[src/rtl/console_pkg.sv]
// Shared types and constants for the text console fetch path.
package console_pkg;

  typedef enum logic [1:0] {
    IDLE,
    DISP_RD,
    HOST_RD
  } rd_owner_t;

  localparam int unsigned CELL_W   = 16;
  localparam int unsigned CP_LSB   = 0;
  localparam int unsigned CP_MSB   = 7;
  localparam int unsigned ATTR_LSB = 8;
  localparam int unsigned ATTR_MSB = 15;

  typedef struct packed {
    logic [7:0] attribute;
    logic [7:0] codepoint;
  } cell_t;

  localparam logic [CELL_W-1:0] BLANK_CELL = 16'h0000;

endpackage

[src/rtl/console_addrgen.sv]
// Beam-position decode: fetch slot timing, fetch address and output load strobes.
module console_addrgen #(
  parameter int unsigned BIT_WIDTH   = 12,
  parameter int unsigned BIT_HEIGHT  = 11,
  parameter int unsigned FONT_WIDTH  = 8,
  parameter int unsigned FONT_HEIGHT = 16,
  parameter int unsigned COLS        = 80,
  parameter int unsigned ROWS        = 30,
  parameter int unsigned H_TOTAL     = 800,
  parameter int unsigned V_TOTAL     = 525,
  parameter int unsigned ADDR_WIDTH  = 12
) (
  input  logic [BIT_WIDTH-1:0]  cx,
  input  logic [BIT_HEIGHT-1:0] cy,
  output logic                  fetch_slot,
  output logic                  fetch_valid,
  output logic [ADDR_WIDTH-1:0] fetch_addr,
  output logic                  load_strobe,
  output logic                  blank_strobe
);

  localparam int unsigned VIS    = COLS * FONT_WIDTH;
  localparam int unsigned FW_LOG = $clog2(FONT_WIDTH);
  localparam int unsigned FH_LOG = $clog2(FONT_HEIGHT);

  logic [31:0] cx_w, cy_w, h, next_y, row_cur, row_next, f_row, f_col;
  logic        inline_slot, line_slot;

  // In-line slots fetch the next column mid-cell; the line slot fetches column 0 of the next line.
  always_comb begin
    cx_w         = 32'(cx);
    cy_w         = 32'(cy);
    h            = cx_w & 32'(FONT_WIDTH - 1);
    next_y       = (cy_w == 32'(V_TOTAL - 1)) ? 32'd0 : cy_w + 32'd1;
    row_cur      = cy_w >> FH_LOG;
    row_next     = next_y >> FH_LOG;
    inline_slot  = (cx_w < 32'(VIS - FONT_WIDTH)) && (h == 32'(FONT_WIDTH / 2));
    line_slot    = (cx_w == 32'(H_TOTAL - 4));
    f_row        = inline_slot ? row_cur : row_next;
    f_col        = inline_slot ? (cx_w >> FW_LOG) + 32'd1 : 32'd0;
    fetch_slot   = inline_slot || line_slot;
    fetch_valid  = (f_row < 32'(ROWS));
    fetch_addr   = ADDR_WIDTH'(f_row * 32'(COLS) + f_col);
    load_strobe  = ((h == 32'(FONT_WIDTH - 1)) && (cx_w < 32'(VIS - 1))) ||
                   (cx_w == 32'(H_TOTAL - 1));
    blank_strobe = (cx_w == 32'(VIS - 1));
  end

endmodule

[src/rtl/console_fetch.sv]
// Character RAM scheduler: display prefetch has fixed-slot priority, host takes the rest.
module console_fetch
  import console_pkg::*;
#(
  parameter int unsigned BIT_WIDTH   = 12,
  parameter int unsigned BIT_HEIGHT  = 11,
  parameter int unsigned FONT_WIDTH  = 8,
  parameter int unsigned FONT_HEIGHT = 16,
  parameter int unsigned COLS        = 80,
  parameter int unsigned ROWS        = 30,
  parameter int unsigned H_TOTAL     = 800,
  parameter int unsigned V_TOTAL     = 525,
  parameter int unsigned ADDR_WIDTH  = 12
) (
  input  logic                  clk_pixel,
  input  logic                  rst,
  input  logic [BIT_WIDTH-1:0]  cx,
  input  logic [BIT_HEIGHT-1:0] cy,
  output logic [7:0]            codepoint,
  output logic [7:0]            attribute,
  input  logic                  host_req,
  input  logic                  host_we,
  input  logic [ADDR_WIDTH-1:0] host_addr,
  input  logic [15:0]           host_wdata,
  output logic                  host_ready,
  output logic [15:0]           host_rdata,
  output logic                  host_rvalid,
  output logic                  mem_en,
  output logic                  mem_we,
  output logic [ADDR_WIDTH-1:0] mem_addr,
  output logic [15:0]           mem_wdata,
  input  logic [15:0]           mem_rdata
);

  logic                  fetch_slot, fetch_valid, load_strobe, blank_strobe;
  logic [ADDR_WIDTH-1:0] fetch_addr;
  logic                  disp_rd, host_acc;

  rd_owner_t state_q, state_d;
  cell_t     staging_q, staging_d;
  cell_t     cell_q, cell_d;

  console_addrgen #(
    .BIT_WIDTH  (BIT_WIDTH),
    .BIT_HEIGHT (BIT_HEIGHT),
    .FONT_WIDTH (FONT_WIDTH),
    .FONT_HEIGHT(FONT_HEIGHT),
    .COLS       (COLS),
    .ROWS       (ROWS),
    .H_TOTAL    (H_TOTAL),
    .V_TOTAL    (V_TOTAL),
    .ADDR_WIDTH (ADDR_WIDTH)
  ) u_addrgen (
    .cx          (cx),
    .cy          (cy),
    .fetch_slot  (fetch_slot),
    .fetch_valid (fetch_valid),
    .fetch_addr  (fetch_addr),
    .load_strobe (load_strobe),
    .blank_strobe(blank_strobe)
  );

  // Arbitration and RAM port drive; blank-row slots leave the RAM free for the host.
  always_comb begin
    disp_rd    = fetch_slot && fetch_valid && !rst;
    host_acc   = host_req && !disp_rd && !rst;
    host_ready = host_acc;
    mem_en     = disp_rd || host_acc;
    mem_we     = host_acc && host_we;
    mem_addr   = disp_rd ? fetch_addr : host_addr;
    mem_wdata  = host_wdata;
  end

  // Read-owner tracking, staging capture and output loads.
  always_comb begin
    state_d   = IDLE;
    staging_d = staging_q;
    cell_d    = cell_q;
    if (disp_rd) begin
      state_d = DISP_RD;
    end else if (host_acc && !host_we) begin
      state_d = HOST_RD;
    end
    if (fetch_slot && !fetch_valid) begin
      staging_d = cell_t'(BLANK_CELL);
    end
    if (state_q == DISP_RD) begin
      staging_d = cell_t'(mem_rdata);
    end
    if (blank_strobe) begin
      cell_d = cell_t'(BLANK_CELL);
    end else if (load_strobe) begin
      cell_d = staging_q;
    end
  end

  // Read data returns while the owner is HOST_RD; a reset in that cycle drops it.
  always_comb begin
    host_rvalid = (state_q == HOST_RD) && !rst;
    host_rdata  = host_rvalid ? mem_rdata : 16'h0000;
    codepoint   = cell_q.codepoint;
    attribute   = cell_q.attribute;
  end

  always_ff @(posedge clk_pixel) begin
    if (rst) begin
      state_q   <= IDLE;
      staging_q <= cell_t'(BLANK_CELL);
      cell_q    <= cell_t'(BLANK_CELL);
    end else begin
      state_q   <= state_d;
      staging_q <= staging_d;
      cell_q    <= cell_d;
    end
  end

endmodule
[config.mk]
export PLATFORM = sky130hd
export DESIGN_NAME = console_fetch
export DESIGN_NICKNAME = d
export VERILOG_FILES = /design/src/rtl/console_pkg.sv /design/src/rtl/console_addrgen.sv /design/src/rtl/console_fetch.sv
export SDC_FILE = /design/constraint.sdc
export NUM_CORES = 1
export LEC_CHECK = 0
export ABC_AREA = 1
export BUFFER_PORTS_ARGS = -buffer_cell sky130_fd_sc_hd__buf_2
export CAP_MARGIN = 10
export CORE_AREA = 5 5 68 101
export DETAILED_ROUTE_END_ITERATION = 10
export DIE_AREA = 0 0 73 106
export PLACE_DENSITY = 0.85
export SYNTH_ARGS = -nofsm -noshare
export SYNTH_HDL_FRONTEND = slang
export SYNTH_SLANG_ARGS = --single-unit
[constraint.sdc]
create_clock -name clk_pixel -period 6.1 [get_ports clk_pixel]
set_input_delay 0 -clock clk_pixel [delete_from_list [all_inputs] [get_ports clk_pixel]]
set_output_delay 0 -clock clk_pixel [all_outputs]
set_load 0.01 [all_outputs]
After elaboration in Yosys (flattened, before gate mapping)
Cells that the tools add are included.
{"block": "op_classes", "multipliers": 1, "n_mux": 9, "n_reduce_logical": 20, "add_sub_neg": 3, "n_eq_ne": 8, "magnitude_cmp": 3}
{"op": "16-bit two-way mux", "n": 3}
{"op": "12-bit by 10-bit equality test with 1-bit output, second input constant", "n": 3}
{"op": "32-bit by 5-bit less-than comparator with 1-bit output, second input constant", "n": 1}
{"op": "32-bit by 3-bit multiplier with 8-bit output, second input constant", "n": 1}
{"op": "32-bit two-way mux", "n": 1}
{"op": "28-bit two-way mux", "n": 1}
{"op": "12-bit by 10-bit less-than comparator with 1-bit output, second input constant", "n": 2}
{"op": "12-bit two-way mux", "n": 2}
{"op": "11-bit by 1-bit adder with 12-bit output, second input constant", "n": 1}
{"op": "12-bit adder", "n": 1}
{"op": "11-bit by 10-bit equality test with 1-bit output, second input constant", "n": 1}
{"op": "9-bit by 1-bit adder with 10-bit output, second input constant", "n": 1}
{"op": "1-bit logical AND", "n": 10}
{"op": "3-bit equality test, second input constant", "n": 2}
{"op": "1-bit zero test", "n": 4}
{"op": "2-bit OR reduction", "n": 2}
{"op": "1-bit logical OR", "n": 3}
{"op": "2-bit by 1-bit equality test with 1-bit output, second input constant", "n": 1}
{"op": "2-bit equality test, second input constant", "n": 1}
{"op": "2-bit two-way mux", "n": 1}
{"op": "2-bit nonzero test", "n": 1}
{"op": "1-bit two-way mux", "n": 1}
{"block": "word_totals", "elab_cells": 50, "regBits": 34, "output_inout_bits": 64}

Longest topological paths before layout
Gate-level depths: netlist (run 1).
{"block": "logic_depth", "depth_word": 12, "depth_mapped": 26, "depth_no_buf": 25}

Modules after synthesis
A second synthesis (run 1) with hierarchy kept.
{"block": "unflattened", "hier_cells": 448, "hier_area_um2": 2931.6}
{"mod": "console_fetch", "area_each_um2": 1793.0, "seq_area_each_um2": 680.7, "n_inst": 1, "cells_per_inst": 245}
{"mod": "console_addrgen", "area_each_um2": 1138.6, "seq_area_each_um2": 0.0, "n_inst": 1, "cells_per_inst": 203}

Worst setup path before layout (run 1)
OpenSTA, ideal clock, no wires.
{"block": "synth_timing", "kind": "in2out", "from": "input cx[10]", "to": "output mem_addr[11]", "slack_ns": 3.199, "stages": 24, "arrival_ns": 2.901, "cell_sequence": "nor2_1 nand3_2 nor2_8 nand2_4 buf_8 inv_1 nor3_1 o22ai_1 inv_1 ha_1 ha_1 fa_1 ha_1 nand2_1 inv_1 nand4_1 o211ai_1 nand2_1 nand2_1 nand3b_1 nand2_1 nand2_1 nand2_1 o21ai_1"}
{"block": "synth_via", "elab_chain_len": 7}
{"item": "from (decl)", "line": "console_fetch.sv:17", "text": "input logic [BIT_WIDTH-1:0] cx,"}
{"item": "branches (longest 6 deep; another with 32-bit by 3-bit multiplier with 8-bit output)"}
{"item": "12-bit two-way mux *", "line": "console_fetch.sv:70", "text": "mem_addr = disp_rd ? fetch_addr : host_addr;"}
{"item": "to (decl)", "line": "console_fetch.sv:30", "text": "output logic [ADDR_WIDTH-1:0] mem_addr,"}
Every way passes the cells marked *.

Worst setup path in the final report (run 1)
{"block": "layout_timing", "from": "input cx[9]", "to": "output mem_addr[11]"}
Same word-level chain as after synthesis.

==> results of run 1 <==
==> per-stage QoR <==
stage	cells	hold WS, ps	total power [uW]
after floorplan	431	72.4	345
after global placement	579	0.0686	379
after detailed placement	579	0.0686	384
after CTS	600	0.0686	542
after global routing	600	0.0157	575
final	600	0.00391	539
==> worst register-to-register path, cell delays in order, from the launching register on <==
cell,delay (ps)
dfxtp_1,310
inv_1,40
nand2_1,550
inv_1,460
nand2_1,200
a21oi_2,70
==> synthesized netlist by cell type (4+ instances only) <==
cell type and instances:
clkbuf_1 4, nand3_1 22, xnor2_1 5, ha_1 16
buf_4 16, nor2_2 4, nand2_2 20, dfxtp_1 34
inv_2 4, nand3_2 11, a21oi_1 31, nor2_1 32
a21oi_2 10, nor2_4 4, nand2_4 6, inv_1 46
nand2_1 112, nor3_1 7, o21ai_2 9
==> cell usage in the layout (no fill, tap or decap), drive strengths merged <==
cell type,n
fa,2
nand4,3
inv,50
clkinv,3
o21ai,13
nor2,41
dfxtp,34
clkbuf,5
buf,102
a21oi,41
nand3,34
or3b,1
nand3b,3
nor3,7
xnor2,5
conb,3
or2,2
dlygate4sd3,14
xor2,3
o211ai,1
o21bai,1
nand2,138
a21o,1
o21a,1
o22ai,1
nor4,1
ha,16
==> area by class of cell <==
type	instances	area, sq um
Sequential cell	34	681
Clock inverter	2	10.0
Clock buffer	5	68.8
Inverter	51	191
Fill cell	592	2390
Timing Repair Buffer	116	651
Multi-Input combinational cell	318	1870
Tap cell	74	92.6
==> state kept, by name, summed over array words and instances, names as in the netlist <==
name	cells
staging_q	16
state_q	2
codepoint	8
attribute	8
==> where the power goes <==
part / internal [uW] / total [uW] / switching [uW]
clock: 76.4 / 152 / 75.1
sequential: 222 / 223 / 0.153
combinational: 69.4 / 165 / 95.5
==> cell families after synthesis <==
group | count (synthesis)
AOI/OAI and AO/OA | 59
xor gates and xnor gates | 8
adders and majority gates | 18
buffers and inverters | 79
DFF | 34
other | 1
and+or+nand+nor | 230
==> layer usage <==
layer	vias to the layer above	GRT usage, %
met5	-	0
met4	0	10.3
met3	25	3.03
met2	117	39.4
met1	1349	21.5
li1	1535	-
==> worst paths after layout <==
path,startpoint,endpoint,depth (start not counted)
worst min register to register,codepoint[3]$_SDFFE_PP0P_,codepoint[3]$_SDFFE_PP0P_,2
worst max register to register,state_q[1]$_SDFF_PP0_,staging_q[0]$_SDFFE_PP0P_,5
worst max-delay path,cx[9],mem_addr[11],25
worst min-delay path,host_wdata[13],mem_wdata[13],0
==> repair_timing <==
item | 4_1_cts | 5_1_grt
hold buffers | 14 | 0
setup buffers | 0 | 0
hold endpoints to repair | 14 | 0
==> impl_metrics.yaml, run 1 <==
run_status:
  status: "finished, final reports clean"
placement:
  gp_congestion: 0.894
  dp_hpwl_um: 6250
  numPortBuffers: 102
  place_ws_ps: 2820
  postPlaceCellArea_sq_um: 3340
floorplan:
  start_util_pct: 49.4
  dieArea_sq_um: 7740
  die_w_um: 73
  core_sq_um: 5960
  ios: 135
  rows: 35
  die_h_um: 106
finish:
  nNetsFinal: 615
  drive_gt1_share_pct: 34.4
  finalInstanceArea_sq_um: 3560
  antennaDiodeCount: 0
  syn_to_final_growth_pct: 21.0
  fin_util_pct: 59.8
synthesis:
  async_reset_ff_share_pct: 0
  synth_simple_gate_area_share_pct: 39.7
  synth_edf_count: 0
  synthCells: 429
  yosys-top-cells-area: "dfxtp_1, nand2_1, ha_1"
  yosys.area_share.adder_pct: 8.16
  ys_types: 42
  yosys_register_bits: 34
  synth_mux_area_share_pct: 0
  synth.yosys.seq_area_share_pct: 23.1
  synth_ff_type: "dfxtp_1"
  synthXorXnorAreaFrac_pct: 2.38
  synth_area_leader_cell: "dfxtp_1"
  syn_area_per_cell_sq_um: 6.86
  synth.top_cell.area_share_pct: 23.1
  synth_compound_area_share_pct: 12.8
  yosysWarnings: 0
  netlist_area_sq_um: 2940
  synth_top_family_by_area: "simple AND/OR/NAND/NOR gates"
global_route:
  grt_max_degree: 25
  antenna_found_initial: 0
  first_global_vias: 3074
  grt_pass1_wl_um: 13200
  overflow: 0
  grt_usage_pct: 20.9
cts:
  clkLatencyLatePin_ps: 280
  cts_tree: "yes"
  cts_buffers: 5
  cts_buffer_depth: 2
  cts_root_buf: "clkbuf_8"
  clock-sinks: 34
  cts-resized-gates: 0
  htree_levels: 2
power_and_ir_drop:
  p_leak_uw: 0.00180
  vdd_drop_max_uv: 73.5
  powerDensity_nw_per_um2: 151
timing:
  fin_crit_ps: 3290
  fin_crit_sh_pct: 54.0
  drv_slew: 0
  rsz0062_at_grt: "no"
  max-slew-margin-rel_pct: 22.8
  skew_ps: 5.60
  fmax_mhz: 304
  worst_slew_pin_slew_ps: 1150
  final.setup.worst_slack_ps: 2810
  tns_ps: 0
  setup_viol: 0
  finalHoldViolCount: 0
critical_path:
  max_stage_delay_ps: 460
  path_max_fanout: 13
  cp.required_ps: 6100
  cp-start-kind: "primary input"
  cp.arrival_ps: 3290
  crit_type: "in2out"
  endpoint_kind: "output pin"
  crit_top_cell: "nand2_1"
  regToRegSetupSlack_ps: 4340
  path_buf_inv: 5
  critical-path-top-delay-family: "adder cells"
  cp_slowest_cell: "fa_1"
routing:
  drt_first_pass_iters: 4
  remaining_drc_errors: 0
  dr_wl_met2_um: 4180
  vias: 3026
  wirelength_um: 7770
  avgViaCountPerCell: 5.04
  top_layer: "met4"
  ant_nets: 0
  route.met3.wl_um: 479
  drt_iter0_markers: 181
  wl_met1_um: 2800
  wl_per_cell_um: 12.9
min_path:
  hp-class: "in2out"
run:
  cap_violations: 0
(Power assumes the default switching activity.)
==> run 2, diff against run 1 <==
--- a/config.mk
+++ b/config.mk
@@ -8,10 +8,10 @@
 export ABC_AREA = 1
 export BUFFER_PORTS_ARGS = -buffer_cell sky130_fd_sc_hd__buf_2
 export CAP_MARGIN = 10
-export CORE_AREA = 5 5 68 101
+export CORE_AREA = 5 5 70 104
 export DETAILED_ROUTE_END_ITERATION = 10
-export DIE_AREA = 0 0 73 106
-export PLACE_DENSITY = 0.85
+export DIE_AREA = 0 0 75 109
+export PLACE_DENSITY = 0.81
 export SYNTH_ARGS = -nofsm -noshare
 export SYNTH_HDL_FRONTEND = slang
 export SYNTH_SLANG_ARGS = --single-unit
==> constraint.sdc (replaced) <==
create_clock -name clk_pixel -period 3.2 [get_ports clk_pixel]
set_input_delay 0 -clock clk_pixel [delete_from_list [all_inputs] [get_ports clk_pixel]]
set_output_delay 0 -clock clk_pixel [all_outputs]
set_load 0.01 [all_outputs]
==> run 2 against run 1 <==
Net effect:
- final cell count rose by 3.0%
- clock-buffer cell count did not move
- non-clock buffer count up 16
- flip-flop and latch count unchanged
- routed wire length rose by 4.4%
- register-to-register slack worse by 2500 ps
- clock power is 94% higher
- sequential share of layout area is 1.2 points lower
- global-route usage decreased by 1.3 points
- power up 98%
- clock skew shrank 2.0 ps
- critical path depth fell by 2
- critical endpoint unchanged
==> impl_metrics.yaml, run 2 (synthesis gave the netlist of run 1 again) <==
global_route:
  grt_max_degree: 25
  grt_usage_pct: 19.6
  overflow: 0
  grt_pass1_wl_um: 12800
  antenna_found_initial: 0
  first_global_vias: 2995
timing:
  worst_slew_pin_slew_ps: 1110
  tns_ps: 0
  setup_viol: 0
  finalHoldViolCount: 0
  max-slew-margin-rel_pct: 25.3
  drv_slew: 0
  skew_ps: 3.64
  fin_crit_sh_pct: 94.0
  fin_crit_ps: 3010
  fmax_mhz: 332
  hold_ws_ps: 0.00389
finish:
  layout_common_cells: "nand2_1, buf_2, inv_1, dfxtp_1"
  final_common_cell: "nand2_1"
  syn_to_final_growth_pct: 29.0
  antennaDiodeCount: 0
  finalInstanceArea_sq_um: 3800
  nNetsFinal: 631
  top_register: "staging_q"
  fillers: 583
  largest_register_ffs: 16
  drive_gt1_share_pct: 39.9
run_status:
  status: "finished, final reports clean"
floorplan:
  ios: 135
  dieArea_sq_um: 8180
  core_sq_um: 6350
  rows: 36
  die_w_um: 75
  start_util_pct: 46.4
  die_h_um: 109
power_and_ir_drop:
  power_switching_uw: 346
  sw_frac_of_total_pct: 32.4
  pwr-share-seq_pct: 39.6
  vdd_drop_max_uv: 130
  intPower_uw: 723
  p_leak_uw: 0.00188
  pwr-share-comb_pct: 32.7
  powerDensity_nw_per_um2: 282
  p_clk_share_pct: 27.6
placement:
  postPlaceCellArea_sq_um: 3380
  dp_hpwl_um: 6320
  numPortBuffers: 102
  gp_congestion: 0.854
critical_path:
  critical-path-top-delay-family: "simple AND/OR/NAND/NOR gates"
  path_cells: "buf_2, inv_2, nand2_4, nor2_4, nand3_4, nand2_8, clkbuf_2, buf_4, nand2_1, nand2_1, nand2_2, ha_1, ha_1, xor2_1, ha_1, nand2_1, nand2_1, nand3b_1, nand2_1, nand2_1, nand2_1, o21ai_1, buf_2"
  cp.required_ps: 3200
  cp-start-kind: "primary input"
  crit_top_cell: "nand2_1"
  path_max_fanout: 6
  path_buf_inv: 5
  crit_type: "in2out"
  cp_slowest_cell: "ha_1"
  max_stage_delay_ps: 360
  cp.arrival_ps: 3010
  endpoint_kind: "output pin"
cts:
  clkLatencyLatePin_ps: 280
  cts_tree: "yes"
  cts_buffers: 5
  cts_buffer_depth: 2
  htree_levels: 2
  clock-sinks: 34
  cts_root_buf: "clkbuf_8"
routing:
  remaining_drc_errors: 0
  wirelength_um: 8110
  vias: 3091
  avgViaCountPerCell: 5.00
  drt_iter0_markers: 81
  wl_per_cell_um: 13.1
  drt_first_pass_iters: 4
  ant_nets: 0
min_path:
  hp-class: "in2out"
run:
  cap_violations: 0
-- run 2: power groups by stage --
stage | logic [uW] | registers [uW] | clock network [uW]
after floorplan | 224 | 434 | 0
after global placement | 297 | 434 | 0
after detailed placement | 304 | 434 | 0
after CTS | 320 | 424 | 302
after global routing | 390 | 424 | 319
final | 350 | 424 | 295
-- run 2: final timing paths --
kind	from	to	slack [ps]	cells past startpoint
max	cx[10]	mem_addr[11]	190	23
min	host_wdata[11]	mem_wdata[11]	0.004	0
max reg2reg	state_q[1]$_SDFF_PP0_	staging_q[7]$_SDFFE_PP0P_	1860	6
min reg2reg	codepoint[4]$_SDFFE_PP0P_	codepoint[4]$_SDFFE_PP0P_	460	2
-- run 2: repair_timing --
action,CTS,global route
setup buffers,0,9
gates resized for setup,0,28
endpoints found under the hold margin,16,0
hold buffers,16,0
endpoints found under the setup margin,0,3
-- run 2: routing by layer --
layer / part of all wire (%) / track usage (%)
met2: 54 / 38.7
met3: 5.8 / 2.95
met5: 0 / 0
met1: 36 / 19.5
met4: 3.3 / 7.63
-- run 2: layout make-up --
class | instances | area, sq um | share of cell area [%]
multi-input combinational | 318 | 1980 | 52.0
timing repair buffer | 132 | 773 | 20.4
sequential | 34 | 681 | 17.9
inverter | 51 | 194 | 5.11
tap | 76 | 95.1 | 2.50
clock buffer | 5 | 68.8 | 1.81
clock inverter | 2 | 10.0 | 0.264
-- run 2: worst reg2reg max path, stage by stage (launching register included) --
cell     delay, ps
dfxtp_1        300
inv_1           60
nand2_1         50
buf_4          200
inv_1          370
nand2_1        130
a21oi_2        160
-- run 2: metrics by stage --
step	total power [uW]	std cells	setup WS, ps	utilization (%)
2_1_floorplan	658	431	299	-
3_3_place_gp	730	586	119	53.3
3_5_place_dp	737	586	27.8	53.3
4_1_cts	1050	609	33.0	57.0
5_1_grt	1130	618	-25.3	59.8
6_report	1070	618	191	59.8
